[config.mk]
export PLATFORM = sky130hd
export DESIGN_NAME = wc_tile_sequencer_flat
export DESIGN_NICKNAME = d
export VERILOG_FILES = /design/src/rtl/wc_tile_sequencer_pkg.sv /design/src/rtl/wc_tile_sequencer_if.sv /design/src/rtl/wc_tile_sequencer.sv /design/src/flat_wrapper.sv
export SDC_FILE = /design/constraint.sdc
export NUM_CORES = 1
export LEC_CHECK = 0
export CAP_MARGIN = 20
export CORE_ASPECT_RATIO = 0.75
export CORE_MARGIN = 2
export CORE_UTILIZATION = 40
export CTS_CLUSTER_SIZE = 20
export DETAILED_ROUTE_END_ITERATION = 10
export PLACE_DENSITY = 0.69
export SLEW_MARGIN = 5
export SYNTH_ARGS = -nofsm -noshare
export SYNTH_HDL_FRONTEND = slang
export SYNTH_SLANG_ARGS = --single-unit
[constraint.sdc]
create_clock -name clk -period 2.3 [get_ports clk]
set_clock_uncertainty 0.05 [all_clocks]
set_input_delay 0.575 -clock clk [delete_from_list [all_inputs] [get_ports clk]]
set_output_delay 0.575 -clock clk [all_outputs]
set_load 0.01 [all_outputs]
[src/rtl/wc_tile_sequencer_pkg.sv]
// Shared constants and types for the Winograd-core tile sequencer.
// The chip-level integration imports these too, so the defaults are defined once.
package wc_tile_sequencer_pkg;
  localparam int N_ELEM_DEF = 10;
  localparam int DW_DEF     = 8;
  localparam int ZW_DEF     = 5;
  localparam int WC_LAT_DEF = 2;
  localparam int CNT_W_DEF  = 16;

  typedef enum logic [1:0] {IDLE, LOAD, WAIT, DRAIN} wc_state_e;

  // The lane index needs at least one bit, even for a single-lane tile.
  function automatic int idx_w(input int n);
    return (n > 1) ? $clog2(n) : 1;
  endfunction

  localparam int LANE_W_DEF = idx_w(N_ELEM_DEF);
endpackage

[src/rtl/wc_tile_sequencer_if.sv]
// Sample-in / result-out streaming handshakes of the tile sequencer.
interface wc_tile_sequencer_if #(
  parameter int DW = 8,
  parameter int ZW = 5
);
  logic          in_valid;
  logic          in_ready;
  logic [DW-1:0] in_data;
  logic          out_valid;
  logic          out_ready;
  logic [ZW-1:0] out_data;
  logic          out_last;

  modport master (output in_valid, in_data, out_ready,
                  input  in_ready, out_valid, out_data, out_last);
  modport slave  (input  in_valid, in_data, out_ready,
                  output in_ready, out_valid, out_data, out_last);
endinterface

[src/rtl/wc_tile_sequencer.sv]
// Gathers one tile of serial samples into wc_d, waits out the WC latency,
// then streams the captured wc_z lanes to the downstream port.
module wc_tile_sequencer
  import wc_tile_sequencer_pkg::*;
#(
  parameter int N_ELEM = N_ELEM_DEF,
  parameter int DW     = DW_DEF,
  parameter int ZW     = ZW_DEF,
  parameter int WC_LAT = WC_LAT_DEF,
  parameter int CNT_W  = CNT_W_DEF
) (
  input  logic                   clk,
  input  logic                   rst,
  input  logic                   clear,
  wc_tile_sequencer_if.slave     io,
  output logic [N_ELEM*DW-1:0]   wc_d,
  input  logic [N_ELEM*ZW-1:0]   wc_z,
  output logic                   busy,
  output logic [CNT_W-1:0]       tile_cnt
);
  localparam int K_W    = idx_w(N_ELEM);
  localparam int WCNT_W = idx_w(WC_LAT) + 1;
  localparam logic [K_W-1:0]    LAST_LANE = K_W'(N_ELEM - 1);
  localparam logic [WCNT_W-1:0] WAIT_INIT = WCNT_W'(WC_LAT - 1);

  wc_state_e             state;
  logic [K_W-1:0]        k;
  logic [K_W-1:0]        j;
  logic [WCNT_W-1:0]     wait_cnt;
  logic [N_ELEM*ZW-1:0]  z_reg;

  always_ff @(posedge clk or negedge rst) begin
    if (!rst) begin
      state    <= IDLE;
      k        <= '0;
      j        <= '0;
      wait_cnt <= '0;
      wc_d     <= '0;
      z_reg    <= '0;
      tile_cnt <= '0;
    end else if (clear) begin
      // Abort drops any same-cycle handshake; wc_d and tile_cnt survive.
      state    <= IDLE;
      k        <= '0;
      j        <= '0;
      wait_cnt <= '0;
    end else begin
      unique case (state)
        IDLE: state <= LOAD;
        LOAD: if (io.in_valid) begin
          wc_d[k*DW +: DW] <= io.in_data;
          if (k == LAST_LANE) begin
            k        <= '0;
            wait_cnt <= WAIT_INIT;
            state    <= WAIT;
          end else begin
            k <= k + K_W'(1);
          end
        end
        WAIT: if (wait_cnt == '0) begin
          z_reg <= wc_z;
          state <= DRAIN;
        end else begin
          wait_cnt <= wait_cnt - WCNT_W'(1);
        end
        DRAIN: if (io.out_ready) begin
          if (j == LAST_LANE) begin
            j        <= '0;
            tile_cnt <= tile_cnt + CNT_W'(1);
            state    <= LOAD;
          end else begin
            j <= j + K_W'(1);
          end
        end
        default: state <= IDLE;
      endcase
    end
  end

  // Handshake flags come from the state register alone, so there is no
  // combinational path from in_valid or out_ready back out of the block.
  assign io.in_ready  = (state == LOAD);
  assign io.out_valid = (state == DRAIN);
  assign io.out_last  = (state == DRAIN) && (j == LAST_LANE);
  assign io.out_data  = z_reg[j*ZW +: ZW];
  assign busy         = (state == WAIT) || (state == DRAIN);
endmodule

[src/flat_wrapper.sv]
// flat-port wrapper written by rule: the top's interface ports become plain ports
module wc_tile_sequencer_flat import wc_tile_sequencer_pkg::*;
#(
  parameter int N_ELEM = N_ELEM_DEF,
  parameter int DW     = DW_DEF,
  parameter int ZW     = ZW_DEF,
  parameter int WC_LAT = WC_LAT_DEF,
  parameter int CNT_W  = CNT_W_DEF
)
  (clk, rst, clear, wc_d, wc_z, busy, tile_cnt, io_in_valid, io_in_data, io_out_ready, io_in_ready, io_out_valid, io_out_data, io_out_last);
  wc_tile_sequencer_if #(.DW(DW), .ZW(ZW)) io_i ();
  input  logic clk;
  input  logic rst;
  input  logic clear;
  output logic [N_ELEM*DW-1:0] wc_d;
  input  logic [N_ELEM*ZW-1:0] wc_z;
  output logic busy;
  output logic [CNT_W-1:0] tile_cnt;
  input wire logic [$bits(io_i.in_valid)-1:0] io_in_valid;
  input wire logic [$bits(io_i.in_data)-1:0] io_in_data;
  input wire logic [$bits(io_i.out_ready)-1:0] io_out_ready;
  output wire logic [$bits(io_i.in_ready)-1:0] io_in_ready;
  output wire logic [$bits(io_i.out_valid)-1:0] io_out_valid;
  output wire logic [$bits(io_i.out_data)-1:0] io_out_data;
  output wire logic [$bits(io_i.out_last)-1:0] io_out_last;
  assign io_i.in_valid = io_in_valid;
  assign io_i.in_data = io_in_data;
  assign io_i.out_ready = io_out_ready;
  assign io_in_ready = io_i.in_ready;
  assign io_out_valid = io_i.out_valid;
  assign io_out_data = io_i.out_data;
  assign io_out_last = io_i.out_last;
  wc_tile_sequencer #(.N_ELEM(N_ELEM), .DW(DW), .ZW(ZW), .WC_LAT(WC_LAT), .CNT_W(CNT_W)) u_core (.clk(clk), .rst(rst), .clear(clear), .io(io_i), .wc_d(wc_d), .wc_z(wc_z), .busy(busy), .tile_cnt(tile_cnt));
endmodule
After elaboration in Yosys (flattened, before gate mapping) --
Index checks and enable logic that the tools add are counted.
Word-level totals: bits in registers 158, input port bits 63, output and inout bits 105, logic and storage cells 65
Cells by class: add/subtract/negate cells 5, multiply operators 1, eq/ne operators 11, shift operators 3, multiplexer cells 21, bitwise logic cells 1, reduce and logical (&&, ||, !) cells 16
Operators with widths (count):
- bitwise mux 80 bit | 1
- variable shift 8 x 34 -> 80 bit (first input constant) | 1
- variable part select 8 x 34 -> 80 bit | 1
- variable part select 50 x 8 -> 5 bit | 1
- negator 7 -> 34 bit | 1
- two-way mux 4 bit | 8
- two-way mux 2 bit | 10
- adder 16 x 1 -> 16 bit (second input constant) | 1
- inequality test 3 x 2 -> 1 bit (second input constant) | 3
- inequality test 3 bit (second input constant) | 3
- adder 4 x 1 -> 4 bit (second input constant) | 2
- == test 4 bit (second input constant) | 2
- case mux 2 bit (4 select lines) | 1
- AND reduction 4 bit | 2
- nonzero test 2 bit | 4
- multiplier 4 x 3 -> 7 bit (second input constant) | 1
- AND reduction 3 bit | 2
- AND reduction 5 bit | 1
- == test 2 bit (second input constant) | 2
- logical NOT 2 bit | 2
- case mux 2 bit (2 select lines) | 1
- AND reduction 2 bit | 2
- nonzero test 3 bit | 1
- == test 2 x 1 -> 1 bit (second input constant) | 1
- other kinds (4) | 4

Longest topological paths before layout --
Gate-level depths: netlist (run 1).
word-level depth 5, gate-level depth with buffers 9, gate-level depth less buffers 6

Worst setup path after synthesis (run 1) --
OpenSTA, ideal clock, no wires.
path kind reg2reg, from reg u_core.k[0], to reg u_core.wc_d[32], setup time 127 ps, arrival time 2189 ps, data required time 2123 ps, path slack -66 ps, stages on the path, launching flop included 9, path buffers 2, clock period less this slack 2366 ps, cell sequence dfrtp_1 clkbuf_1 nor3_1 ha_1 and4b_1 and2_4 o311a_1 buf_6 mux2_1
On the way: cells in the longest elaborated chain, start to end 3, elaborated cells on any way between the ends 4, those cells by class add/sub (1); shift (2); mux (1)
Ends and longest elaborated chain:
- start, declared | line wc_tile_sequencer.sv:27 | logic [K_W-1:0] k;
- start signal, assigned | line wc_tile_sequencer.sv:57 | k <= k + K_W'(1);
- negator 7 -> 34 bit * | line wc_tile_sequencer.sv:51 | wc_d[k*DW +: DW] <= io.in_data;
- variable part select 8 x 34 -> 80 bit / variable shift 8 x 34 -> 80 bit (equally long branches) | line wc_tile_sequencer.sv:51
- bitwise mux 80 bit * | line wc_tile_sequencer.sv:51
- end signal, assigned by index | line wc_tile_sequencer.sv:51
- end, declared | line wc_tile_sequencer.sv:16 | output logic [N_ELEM*DW-1:0] wc_d,
Mark *: on every way between the ends. The rest lies on a longest branch, timed or not. A chain may end at the register's enable or synchronous reset.

Worst setup path in the final report (run 1) --
from reg u_core.j[0], to out io_out_data[2]
On the way: cells in the longest elaborated chain, start to end 2
Ends and longest elaborated chain:
- start, declared | line wc_tile_sequencer.sv:28 | logic [K_W-1:0] j;
- start signal, assigned | line wc_tile_sequencer.sv:72 | j <= j + K_W'(1);
- multiplier 4 x 3 -> 7 bit | line wc_tile_sequencer.sv:85 | assign io.out_data = z_reg[j*ZW +: ZW];
- variable part select 50 x 8 -> 5 bit | line wc_tile_sequencer.sv:85
- end, declared | line flat_wrapper.sv:24 | output wire logic [$bits(io_i.out_data)-1:0] io_out_data;
Every way passes these cells.

==> impl_summary.md, run 1 <==
Synthesis
The multiplexer fraction of the synthesized cell area is 0.190. Sorting the synthesized cells by area gives the leading types as sky130_fd_sc_hd__dfrtp_1 55%, sky130_fd_sc_hd__mux2_2 12%, sky130_fd_sc_hd__nand2_1 3.5%. The cell area that synthesis handed to floorplanning was 0.00722 mm^2.

The number of synthesis warnings is 0. The largest area contributor in the synthesized netlist is sky130_fd_sc_hd__dfrtp_1. After synthesis, the largest family of logic cells by area is multiplexers.

In this run, synthesis produced a sequential element count of 158. The area share of the largest cell type after synthesis is 0.548. Of the total synthesized cell area, the portion taken by XOR and XNOR cells is 0.0194. Yosys mapped the design onto 53 distinct sky130hd cell types. The net count after synthesis is 675. A synthesized cell averages 12.0 um^2. The post-synthesis adder-cell area fraction is 0.0225.

The area fraction in and, or, nand and nor cells after synthesis is 0.123. The count of mapped cells out of synthesis is 599. The part of the Yosys area used for sequential elements is 0.548. The synthesized-area fraction occupied by ao, oa, aoi and oai cells is 0.0624.

Routing
The routed design has 18.6 mm of wire. The number of vias per cell is 5.11. The number of nets with antenna violations after detailed routing is 0.

Dividing the detail-routed wire length by the instance count gives 17.4 um. The via count is 5459. The iteration-0 DRC count of the detailed router is 473. Before antenna repair, the detailed router went through 5 iterations.

The DRC violation count after routing is 0.

Worst setup path
The logic depth of the worst register-to-register path is 8. The endpoint of the lowest-slack register-to-register path is u_core.wc_d[51]. In this run the register-to-register setup slack is 130 ps.

The nature of the critical path startpoint is a flop. The data arrival time at the worst-slack endpoint is 1870 ps. The startpoint identified for the worst register-to-register timing path is u_core.k[1]. The first element of the critical path is u_core.j[0].

STA classifies the critical path endpoint as an output pin. The worst setup path is of the reg -> out kind. Data on the critical path is required at its endpoint by 1670 ps. The highest net fanout along the worst path is 7.

Power and ir drop
The overall power consumption is 8.46 mW. For this design the ratio of total power to cell area is 829 mW/mm^2. The leakage power summed over all cells is 4.74 nW.

The highest ir drop seen on vdd is 630 uV.

Timing
The remaining max-slew budget at the tightest pin is 0.583. After layout, the worst setup slack is -196 ps. The pin slew with the least headroom to its limit is 624 ps. The final-report setup violation count is 6. The worst path in the final design needs a cycle of 2500 ps, including I/O delays and setup. The post-route fraction of the period consumed by the critical path is 1.09. The upper clock frequency limit is 401 MHz. The number of hold violations in the final report is 0. The final count of pins violating max slew is 0. Setup repair after global routing could not meet its margin everywhere.

CTS
The clock latency reported for the late side of the worst-skew pair is 420 ps. The clock net in this run drives a total of 158 sinks. The tree is rooted in a sky130_fd_sc_hd__clkbuf_16. In this run the deepest clock path goes through 2 buffers. Clock-pin slew was measured on the worst setup and hold paths at 60 ps. In this run the number of H-tree levels came out at 4. The number of clock buffers inserted by TritonCTS is 17. TritonCTS built the clock tree.

Floorplanning
For this configuration, the core starts out at a cell density of 0.409. The horizontal extent of the die is 159 um. The vertical die dimension is 120 um. The core region is 0.0177 mm^2. Row generation in the floorplan step produced 42 rows. The die outline area is 0.0191 mm^2. The number of placed I/O pins is 168.

Hold path
The worst hold path class is reg -> reg. The number of cells traversed by the worst hold path is 1. The worst hold path begins at u_core.tile_cnt[15].

The sink of the worst hold path is u_core.tile_cnt[15].

GRT
In the global route stage, met3 resource usage came out at 0.0439. The global-route track usage on met2 is 0.318. Entering global routing, the biggest net connects 55 pins.

The final global-route overflow total is 0. In the global route stage, overall resource usage came out at 0.203. The number of global-route vias before repair came to 5640.

The first global-routing pass estimated 30.6 mm of wire. For met1 alone, demand over resource in global routing was 0.288. The most used routing layer in global routing is met2. The number of antenna violations at the first check in global routing came to 0.

Layout
After filler insertion, the fill cell instance count of the layout stands at 1479. The fraction of final layout cells with drive strength greater than 1 is 0.266. The area overhead of the layout relative to synthesis is 41.4%. The number of cells in the finished layout apart from fillers is 1069. The post-layout instance area is 0.0102 mm^2. The post-layout utilization of the core is 0.578.

The flip-flop count of the largest register, all copies and words added is 80. The layout net count is 891. The antenna diode count is 0.

Placed design
The instance count after placement with tap cells included is 1029. The number of buffers added on ports is 167. At the end of routability-driven placement, the weighted congestion stood at 0.836. Prior to clock tree synthesis, the placed netlist has a worst setup slack of -147 ps.

The placed instance area is 0.00950 mm^2. Summed over all nets, the half-perimeter wirelength after detailed placement is 13.4 mm.

Status
The checks that failed: negative setup slack. The flow ran to the end, but the final reports show violations.

Run
The max-capacitance violation count is 0.
[worst max-delay path: stages, from the launching register on]
cell and delay, ps:
sky130_fd_sc_hd__dfrtp_2 410, sky130_fd_sc_hd__buf_12 150, sky130_fd_sc_hd__mux4_2 530, sky130_fd_sc_hd__a21oi_2 180
sky130_fd_sc_hd__a21oi_2 50, sky130_fd_sc_hd__buf_2 140
[Yosys cell counts, drive strengths merged]
cell type / number
mux2i: 21
a211oi: 1
clkbuf: 10
a2111oi: 1
dfrtp: 158
nand2b: 9
nand4: 15
a21boi: 1
o211a: 1
or2: 2
o31ai: 5
nand3: 13
nor2: 16
a21oi: 21
xor2: 6
o211ai: 3
and4b: 1
nand2: 71
nor3: 18
clkinv: 1
o22ai: 1
a21o: 1
nand4b: 1
a211o: 1
and3: 8
nor4: 3
mux4: 10
nand3b: 4
inv: 24
xnor2: 10
nor2b: 2
mux2: 83
o311a: 1
and3b: 3
a31oi: 3
o21ai: 23
and4: 1
buf: 20
a21bo: 8
ha: 13
and2: 3
nor3b: 2
[power breakdown]
group	internal [mW]	total (mW)	switching, mW	leakage [nW]
sequential	3.32	3.63	0.306	2.05
combinational	1.17	2.06	0.894	2.41
clock	1.60	2.77	1.17	0.281
total	6.09	8.46	2.37	4.74
[through the flow]
step	hold slack (ps)	TNS, ps
final	421	-982
after global routing	446	-1480
after CTS	428	-1300
after detailed placement	418	-718
after global placement	412	-568
after floorplan	229	0
[cell type report]
type	instances	area, um^2	share of cell area
Timing Repair Buffer	227	2190	0.215
Multi-Input combinational cell	386	3090	0.303
Inverter	25	93.8	0.00920
Clock buffer	18	429	0.0421
Clock inverter	13	140	0.0137
Sequential cell	158	3960	0.388
Tap cell	242	303	0.0297
[kinds of logic (layout without fill, tap and decap cells)]
family,Yosys count,after routing
multiplexers,114,114
adder cells (fa/ha/maj),13,13
flip-flops,158,158
AND/OR/NAND/NOR,172,172
buffers and inverters,55,283
AO/OA/AOI/OAI,71,71
XOR/XNOR,16,16
[metal layers]
metal	vias up	share of wire
met1	2783	0.47
met2	128	0.47
met3	14	0.045
met5	-	0
met4	0	0.0083
li1	2534	-
[placed cells by master, fill, tap and decap left out, types with 11 or more instances in the layout]
cell	n
sky130_fd_sc_hd__o21ai_0	22
sky130_fd_sc_hd__nor3_1	15
sky130_fd_sc_hd__mux2i_1	20
sky130_fd_sc_hd__inv_1	24
sky130_fd_sc_hd__mux2_2	75
sky130_fd_sc_hd__buf_4	48
sky130_fd_sc_hd__clkbuf_16	17
sky130_fd_sc_hd__nand2_1	68
sky130_fd_sc_hd__nand4_1	15
sky130_fd_sc_hd__clkdlybuf4s50_1	157
sky130_fd_sc_hd__nand3_1	13
sky130_fd_sc_hd__a21oi_1	11
sky130_fd_sc_hd__ha_1	11
sky130_fd_sc_hd__nor2_1	16
sky130_fd_sc_hd__dfrtp_1	156
[worst max-delay path by stage]
stage | slack (ps) | end | depth (start not counted)
final | -200 | io_out_data[2] | 5
after global placement | -130 | io_out_data[4] | 5
after floorplan | 20 | u_core.wc_d[32] | 8
after global routing | -280 | io_out_data[2] | 5
after CTS | -270 | io_out_data[2] | 6
after detailed placement | -150 | io_out_data[4] | 5
[timing repair]
action,4_1_cts,5_1_grt
cloned,1,0
endpoints found under the hold margin,28,0
gates resized for setup,49,13
pin swaps,14,8
buffers inserted,6,4
endpoints found under the setup margin,8,19
hold buffers,1,0
(Power assumes the default switching activity.)
==> run 2, diff against run 1 <==
--- a/config.mk
+++ b/config.mk
@@ -5,13 +5,15 @@
 export SDC_FILE = /design/constraint.sdc
 export NUM_CORES = 1
 export LEC_CHECK = 0
+export ABC_CLOCK_PERIOD_IN_PS = 2300
 export CAP_MARGIN = 20
 export CORE_ASPECT_RATIO = 0.75
 export CORE_MARGIN = 2
 export CORE_UTILIZATION = 40
 export CTS_CLUSTER_SIZE = 20
 export DETAILED_ROUTE_END_ITERATION = 10
-export PLACE_DENSITY = 0.69
+export DONT_BUFFER_PORTS = 1
+export PLACE_DENSITY = 0.61
 export SLEW_MARGIN = 5
 export SYNTH_ARGS = -nofsm -noshare
 export SYNTH_HDL_FRONTEND = slang
==> run 2 against run 1 <==
Compared with the run above:
- setup slack improved by 50 ps
- flip-flop and latch count unchanged
- global-route usage decreased by 1.3 points
- sequential power is essentially flat
- critical path depth decreased by 1
- the run ends with negative hold slack, negative setup slack left
- highest routed layer unchanged
- final cell count decreased by 18%
- wire length is 7.2% lower
- sequential share of layout area up 8.8 points
==> impl_summary.md, run 2 (synthesis results as in run 1) <==
Floorplanning
The starting utilization of the core area was 0.409 (unchanged). The floorplan core area was 0.0177 mm^2 (unchanged). The number of placed I/O pins is 168 (unchanged).

The horizontal extent of the die is 159 um (unchanged). The die outline area came to 0.0191 mm^2 (unchanged). The number of core rows was 42 (unchanged). The vertical die dimension is 120 um (unchanged).

Power and ir drop
The power per unit of standard cell area is 976 mW/mm^2 (+18%). The proportion of power drawn by combinational gates was 0.198 (-0.046). The switching power total is 2.19 mW (-7.9%). The internal power is 5.94 mW (-2.5%).

The relative contribution of sequential cells to total power was 0.450 (+0.021). The leakage power summed over all cells came to 3.95 nW (-17%). The fraction of power spent switching nets came to 0.269 (-0.0113). The fraction of power consumed by the clock network is 0.353 (+0.026). The overall power consumption is 8.12 mW (-4.0%). The highest ir drop seen on vdd is 551 uV (-13%).

Timing
Setup repair after global routing could not meet its margin everywhere. The clock period minus worst slack is 2450 ps (-49.6 ps). The smallest setup slack after layout is -146 ps (+49.6 ps). The post-route fraction of the period consumed by the critical path is 1.06 (-0.0216).

The upper clock frequency limit came to 409 MHz (+2.0%). The final-report setup violation count is 6 (unchanged). The total negative slack is -646 ps (+337 ps).

The number of hold violations in the final report came to 158 (+158). The pin slew with the least headroom to its limit was 612 ps (-12.3 ps). The final count of pins violating max slew is 0 (unchanged).

The final hold slack is -205 ps (-626 ps). The remaining max-slew budget at the tightest pin is 0.591 (+0.00823).

Routing
The total wirelength of the detailed-routed design is 17.3 mm (-7.2%). The iteration-0 DRC count of the detailed router is 377 (-20%). The number of detailed-route iterations in the first pass is 4 (-1). The DRC violation count after routing is 0 (unchanged). The wire length per cell is 19.8 um (+14%). The number of nets with antenna violations after detailed routing came to 0 (unchanged).

The via count was 4630 (-15%). The number of vias per cell is 5.30 (+3.9%).

Worst setup path
The startpoint of the worst register-to-register path is u_core.k[1]. The highest net fanout along the worst path is 5 (-2). The first element of the critical path is u_core.j[0]. The critical path class is reg -> out. The setup slack of the worst register-to-register path is 130 ps (about the same).

The logic depth of the worst register-to-register path is 6 (-2). The worst path required time is 1670 ps (about the same). The endpoint of the lowest-slack register-to-register path is u_core.wc_d[71]. The data arrival time at the worst-slack endpoint is 1820 ps (-50 ps). The type of destination of the critical path is an output pin. The worst setup path is launched from a flop.

CTS
The number of clock buffers inserted by TritonCTS is 17 (unchanged). The maximum count of clock buffers along a single path is 2 (unchanged). The clock slew seen by the registers of the worst setup and hold paths is 60 ps (about the same). TritonCTS built the clock tree. The number of clock sinks was 158 (unchanged). The tree is rooted in a sky130_fd_sc_hd__clkbuf_16. The clock latency reported for the late side of the worst-skew pair came to 420 ps (about the same). The H-tree depth is 4 (unchanged).

Layout
The area overhead of the layout relative to synthesis is 15.4%. The layout net count is 695 (-22%). The count of filler cells inserted in the layout came to 1579 (+6.8%). The post-layout utilization of the core is 0.472 (-0.106). The fraction of final layout cells with drive strength greater than 1 is 0.293 (+0.0272). The antenna diode count is 0 (unchanged). In the layout the commonest cells are 155 x sky130_fd_sc_hd__dfrtp_1, 75 x sky130_fd_sc_hd__mux2_2, 68 x sky130_fd_sc_hd__nand2_1. Leaving out fill and tap cells, the most frequent cell in the layout is sky130_fd_sc_hd__dfrtp_1. The flip-flop count of the largest register, all copies and words added was 80 (unchanged).

GRT
The number of global-route vias before repair was 5113 (-9.3%). The pin count of the biggest net entering global routing came to 159 (+190%). The global-route wire length before repair is 28.2 mm (-7.9%).

The number of antenna violations at the first check in global routing is 0 (unchanged). The final global-route overflow total is 0 (unchanged). The overall global routing resource usage came to 0.190 (-0.0134).

Hold path
The worst hold path class is in -> async.

Placed design
The number of buffers added on ports was 0 (-100%). The placer's final routability congestion estimate came to 0.827 (-1.1%). The post-detailed-placement half-perimeter wirelength came to 11.9 mm (-12%).

Status
The run finished, with violations left. The final reports fail on negative hold slack, negative setup slack.

Run
The max-capacitance violation count came to 0 (unchanged).
[run 2: changes by cell type in the layout (fill, tap and decap cells not counted), moves of 2 or more]
cell,change
sky130_fd_sc_hd__buf_4,-21
sky130_fd_sc_hd__a21oi_1,-3
sky130_fd_sc_hd__a21oi_2,+3
sky130_fd_sc_hd__buf_2,-5
sky130_fd_sc_hd__clkinv_2,-2
sky130_fd_sc_hd__clkdlybuf4s50_1,-157
sky130_fd_sc_hd__buf_12,-4
sky130_fd_sc_hd__buf_6,-7
sky130_fd_sc_hd__clkbuf_1,+3
[run 2: cell type report]
cell class / count / area (um^2) / share of cell area
multi-input combinational: 386 / 3080 / 0.370
clock buffer: 22 / 454 / 0.0545
clock inverter: 9 / 135 / 0.0162
timing repair buffer: 31 / 295 / 0.0355
sequential: 158 / 3960 / 0.475
inverter: 25 / 97.6 / 0.0117
tap: 242 / 303 / 0.0364
[run 2: worst max-delay path by stage]
stage	cells after the start	to	slack, ps
3_5_place_dp	6	u_core.wc_d[37]	60
2_1_floorplan	8	u_core.wc_d[32]	20
4_1_cts	4	io_out_data[1]	-180
5_1_grt	4	io_out_data[3]	-210
3_3_place_gp	6	u_core.wc_d[38]	160
6_report	4	io_out_data[3]	-150
[run 2: layer usage]
layer | part of all wire | global-route usage | vias to the layer above | wire [um]
met1 | 0.43 | 0.230 | 2313 | 7360
met4 | 0.017 | 0.0710 | 0 | 301
li1 | - | - | 2143 | -
met5 | 0 | 0 | - | 0
met3 | 0.093 | 0.0834 | 27 | 1610
met2 | 0.46 | 0.301 | 147 | 7980
[run 2: repair_timing]
action                     in CTS  in global routing
gates cloned                    2                  0
setup endpoints to repair       6                 14
pin swaps                       1                  9
setup buffers                   1                  7
hold endpoints to repair      158                158
gates resized for setup        15                 13
[run 2: stage by stage]
step / hold slack, ps / cells / cell area (um^2) / setup slack, ps
5_1_grt: -241 / 873 / 8330 / -211
6_report: -205 / 873 / 8330 / -146
3_3_place_gp: 233 / 832 / 7550 / 163
4_1_cts: -224 / 866 / 8240 / -183
3_5_place_dp: 232 / 832 / 7550 / 62.9
2_1_floorplan: 229 / 599 / 7220 / 18.6
[run 2: worst max-delay path: stages, from the launching register on]
cell and delay (ps):
sky130_fd_sc_hd__dfrtp_2 440, sky130_fd_sc_hd__clkbuf_16 190, sky130_fd_sc_hd__mux4_2 500, sky130_fd_sc_hd__a21oi_2 180, sky130_fd_sc_hd__a21oi_2 100
[run 2: power groups by stage]
| stage | clock, mW | sequential, mW | combinational [mW] |
|---|---|---|---|
| finish | 2.87 | 3.65 | 1.61 |
| global route | 3.07 | 3.73 | 1.76 |
| CTS | 2.92 | 3.65 | 1.60 |
| detailed placement | 0 | 3.70 | 1.53 |
| global placement | 0 | 3.65 | 1.45 |
| floorplan | 0 | 3.59 | 1.22 |
==> run 3, diff against run 2 <==
--- a/config.mk
+++ b/config.mk
@@ -5,15 +5,15 @@
 export SDC_FILE = /design/constraint.sdc
 export NUM_CORES = 1
 export LEC_CHECK = 0
-export ABC_CLOCK_PERIOD_IN_PS = 2300
+export ABC_CLOCK_PERIOD_IN_PS = 2900
 export CAP_MARGIN = 20
 export CORE_ASPECT_RATIO = 0.75
-export CORE_MARGIN = 2
+export CORE_MARGIN = 3
 export CORE_UTILIZATION = 40
 export CTS_CLUSTER_SIZE = 20
 export DETAILED_ROUTE_END_ITERATION = 10
 export DONT_BUFFER_PORTS = 1
-export PLACE_DENSITY = 0.61
+export PLACE_DENSITY = 0.59
 export SLEW_MARGIN = 5
 export SYNTH_ARGS = -nofsm -noshare
 export SYNTH_HDL_FRONTEND = slang
==> constraint.sdc (replaced) <==
create_clock -name clk -period 2.9 [get_ports clk]
set_clock_uncertainty 0.05 [all_clocks]
set_input_delay 0.435 -clock clk [delete_from_list [all_inputs] [get_ports clk]]
set_output_delay 0.435 -clock clk [all_outputs]
set_load 0.01 [all_outputs]
==> run 3 against run 2 <==
Compared with the run above:
- the run ends with negative hold slack left
- die area up 2.9%
- sequential share of layout area up 1.3 points
- sequential power down 21%
- wire length down 0.50%
- critical endpoint is now io_out_data[0]
- worst hold slack worse by 150 ps
- non-clock buffer count down 19
- global-route usage down 1.0 points
==> impl_summary.md, run 3 (synthesis results as in run 1) <==
Status
The run finished, with violations left. The checks that failed: negative hold slack.

Placed design
The number of buffers added on ports came to 0 (unchanged). The placer's final routability congestion estimate is 0.844 (+2.1%). The post-detailed-placement half-perimeter wirelength is 12.0 mm (+1.1%). The instance count after placement with tap cells included is 815 (-2.0%).

Floorplanning
The floorplan core area was 0.0172 mm^2 (-2.4%). The vertical die dimension was 122 um (+1.7%). The horizontal extent of the die is 161 um (+1.3%). The number of placed I/O pins is 168 (unchanged). The starting utilization of the core area is 0.419 (+0.00997). The die outline area is 0.0197 mm^2 (+2.9%). The number of core rows is 41 (-2.4%).

Routing
The wire length per cell is 20.2 um (+2.2%). The DRC violation count after routing is 0 (unchanged). The number of nets with antenna violations after detailed routing is 0 (unchanged). The total wirelength of the detailed-routed design is 17.2 mm (-0.50%). The number of vias per cell is 5.40 (+1.8%). The via count is 4589 (-0.89%).

The iteration-0 DRC count of the detailed router is 448 (+19%). The number of detailed-route iterations in the first pass is 4 (unchanged).

Layout
The area overhead of the layout relative to synthesis is 12.3%. The flip-flop count of the largest register, all copies and words added is 80 (unchanged). The top cell types in the final layout, fill and taps aside, are 158 x sky130_fd_sc_hd__dfrtp_1, 75 x sky130_fd_sc_hd__mux2_2, 68 x sky130_fd_sc_hd__nand2_1. The layout net count is 676 (-2.7%). The number of cells in the finished layout apart from fillers came to 850 (-2.6%). The most common cell after layout, fill and taps aside is sky130_fd_sc_hd__dfrtp_1. The fraction of final layout cells with drive strength greater than 1 is 0.237 (-0.0566).

Worst setup path
The highest net fanout along the worst path came to 21 (+16). In this run the worst setup path begins at u_core.j[2]. The worst setup path is captured at an output pin.

The nature of the critical path startpoint is a flop. The data arrival time at the worst-slack endpoint is 2110 ps (+290 ps). The startpoint identified for the worst register-to-register timing path is u_core.k[2]. The worst path required time is 2410 ps (+740 ps). The critical path class is reg -> out.

CTS
The clock latency reported for the late side of the worst-skew pair is 430 ps (about the same). The H-tree depth came to 4 (unchanged). The clock slew seen by the registers of the worst setup and hold paths is 70 ps (about the same). The number of hold buffers added after CTS was 1.

The tree is rooted in a sky130_fd_sc_hd__clkbuf_16. The number of setup buffers added after CTS is 0 (-1). The maximum count of clock buffers along a single path is 2 (unchanged).

The number of clock buffers inserted by TritonCTS is 17 (unchanged). TritonCTS built the clock tree. The number of clock sinks is 158 (unchanged). The post-cts sizing count was 0 (-15).

Timing
Of the available clock period, the critical path in the final layout requires 0.895. The total negative slack is 0 ps (+646 ps). The final count of pins violating max slew is 0 (unchanged). The final hold slack came to -354 ps (-149 ps).

The remaining max-slew budget at the tightest pin came to 0.436 (-0.155). The number of hold violations in the final report is 158 (unchanged). Setup repair after global routing left no endpoint under its margin.

The upper clock frequency limit is 385 MHz. The pin slew with the least headroom to its limit came to 846 ps (+234 ps). The clock period minus worst slack is 2600 ps.

The final-report setup violation count came to 0 (-6).

GRT
The number of global-route vias before repair is 4770 (-6.7%). The pin count of the biggest net entering global routing is 159 (unchanged). The global-route wire length before repair is 27.2 mm (-3.6%). The number of antenna violations at the first check in global routing was 1 (+1).

The final global-route overflow total came to 0 (unchanged). The overall global routing resource usage is 0.180 (-0.00997).

Power and ir drop
The power per unit of standard cell area is 807 mW/mm^2 (-17%). The internal power came to 4.75 mW (-20%). The fraction of power consumed by the clock network is 0.377 (+0.024). The leakage power summed over all cells was 3.86 nW (-2.3%). The switching power total is 1.79 mW (-18%). The proportion of power drawn by combinational gates was 0.180 (-0.018). The highest ir drop seen on vdd is 414 uV (-25%). The relative contribution of sequential cells to total power is 0.442 (-0.008). The fraction of power spent switching nets came to 0.273 (+0.00408).

Hold path
The worst hold path belongs to the class in -> async.

Run
The max-capacitance violation count is 0 (unchanged).
==> run 3: changes by cell type in the layout (fill, tap and decap cells not counted), sizes merged <==
| cell | delta |
|---|---|
| bufinv | +1 |
| dlygate4sd3 | +2 |
| inv | +6 |
| buf | -20 |
| diode | +1 |
| clkbuf | -6 |
| clkinv | -1 |
==> run 3: metrics by stage <==
stage | power, mW | cell area (um^2) | setup WS (ps) | utilization | hold slack [ps]
after global placement | 4.04 | 7430 | 467 | 0.431 | 96.0
after detailed placement | 4.12 | 7430 | 336 | 0.431 | 94.9
after floorplan | 3.82 | 7220 | 534 | - | 89.4
after global routing | 6.88 | 8100 | 142 | 0.470 | -383
after CTS | 6.61 | 8090 | 283 | 0.469 | -370
final | 6.54 | 8100 | 304 | 0.470 | -354
==> run 3: path summary, 6_finish.rpt <==
check / endpoint / slack (ps) / depth (start not counted)
setup / recovery: io_out_data[0] / 300 / 3
hold reg to reg: u_core.z_reg[23] / 450 / 1
min in group clk: u_core.k[2] / 30 / 1
hold / removal: u_core.wc_d[44] / -350 / 0
setup reg to reg: u_core.wc_d[39] / 330 / 6
max in group asynchronous: u_core.wc_d[28] / 2840 / 0
==> run 3: worst max-delay path, stage by stage, from the launching register on <==
cell and delay [ps]:
sky130_fd_sc_hd__dfrtp_1 890, sky130_fd_sc_hd__mux4_2 340, sky130_fd_sc_hd__a21oi_1 60, sky130_fd_sc_hd__o21ai_0 390
==> run 3: metal layers <==
metal	share of wire	vias to the layer above	global-route usage	wire [um]
li1	-	2113	-	-
met2	0.44	155	0.268	7570
met3	0.095	21	0.0742	1630
met4	0.015	2	0.0639	259
met5	0.00076	-	0	13
met1	0.45	2298	0.237	7700
==> run 3: area by class of cell <==
class / instances / area, um^2
Tap cell: 236 / 295
Timing Repair Buffer: 12 / 95.1
Clock inverter: 15 / 221
Fill cell: 1552 / 9140
Inverter: 25 / 93.8
Antenna cell: 1 / 2.50
Clock buffer: 17 / 425
Multi-Input combinational cell: 386 / 3010
Sequential cell: 158 / 3950
==> run 3: power by group through the flow <==
stage / registers, mW / logic, mW / clock network, mW
after floorplan: 2.85 / 0.968 / 0
after global placement: 2.91 / 1.13 / 0
after detailed placement: 2.93 / 1.19 / 0
after CTS: 2.89 / 1.19 / 2.52
after global routing: 2.94 / 1.32 / 2.62
final: 2.89 / 1.18 / 2.47
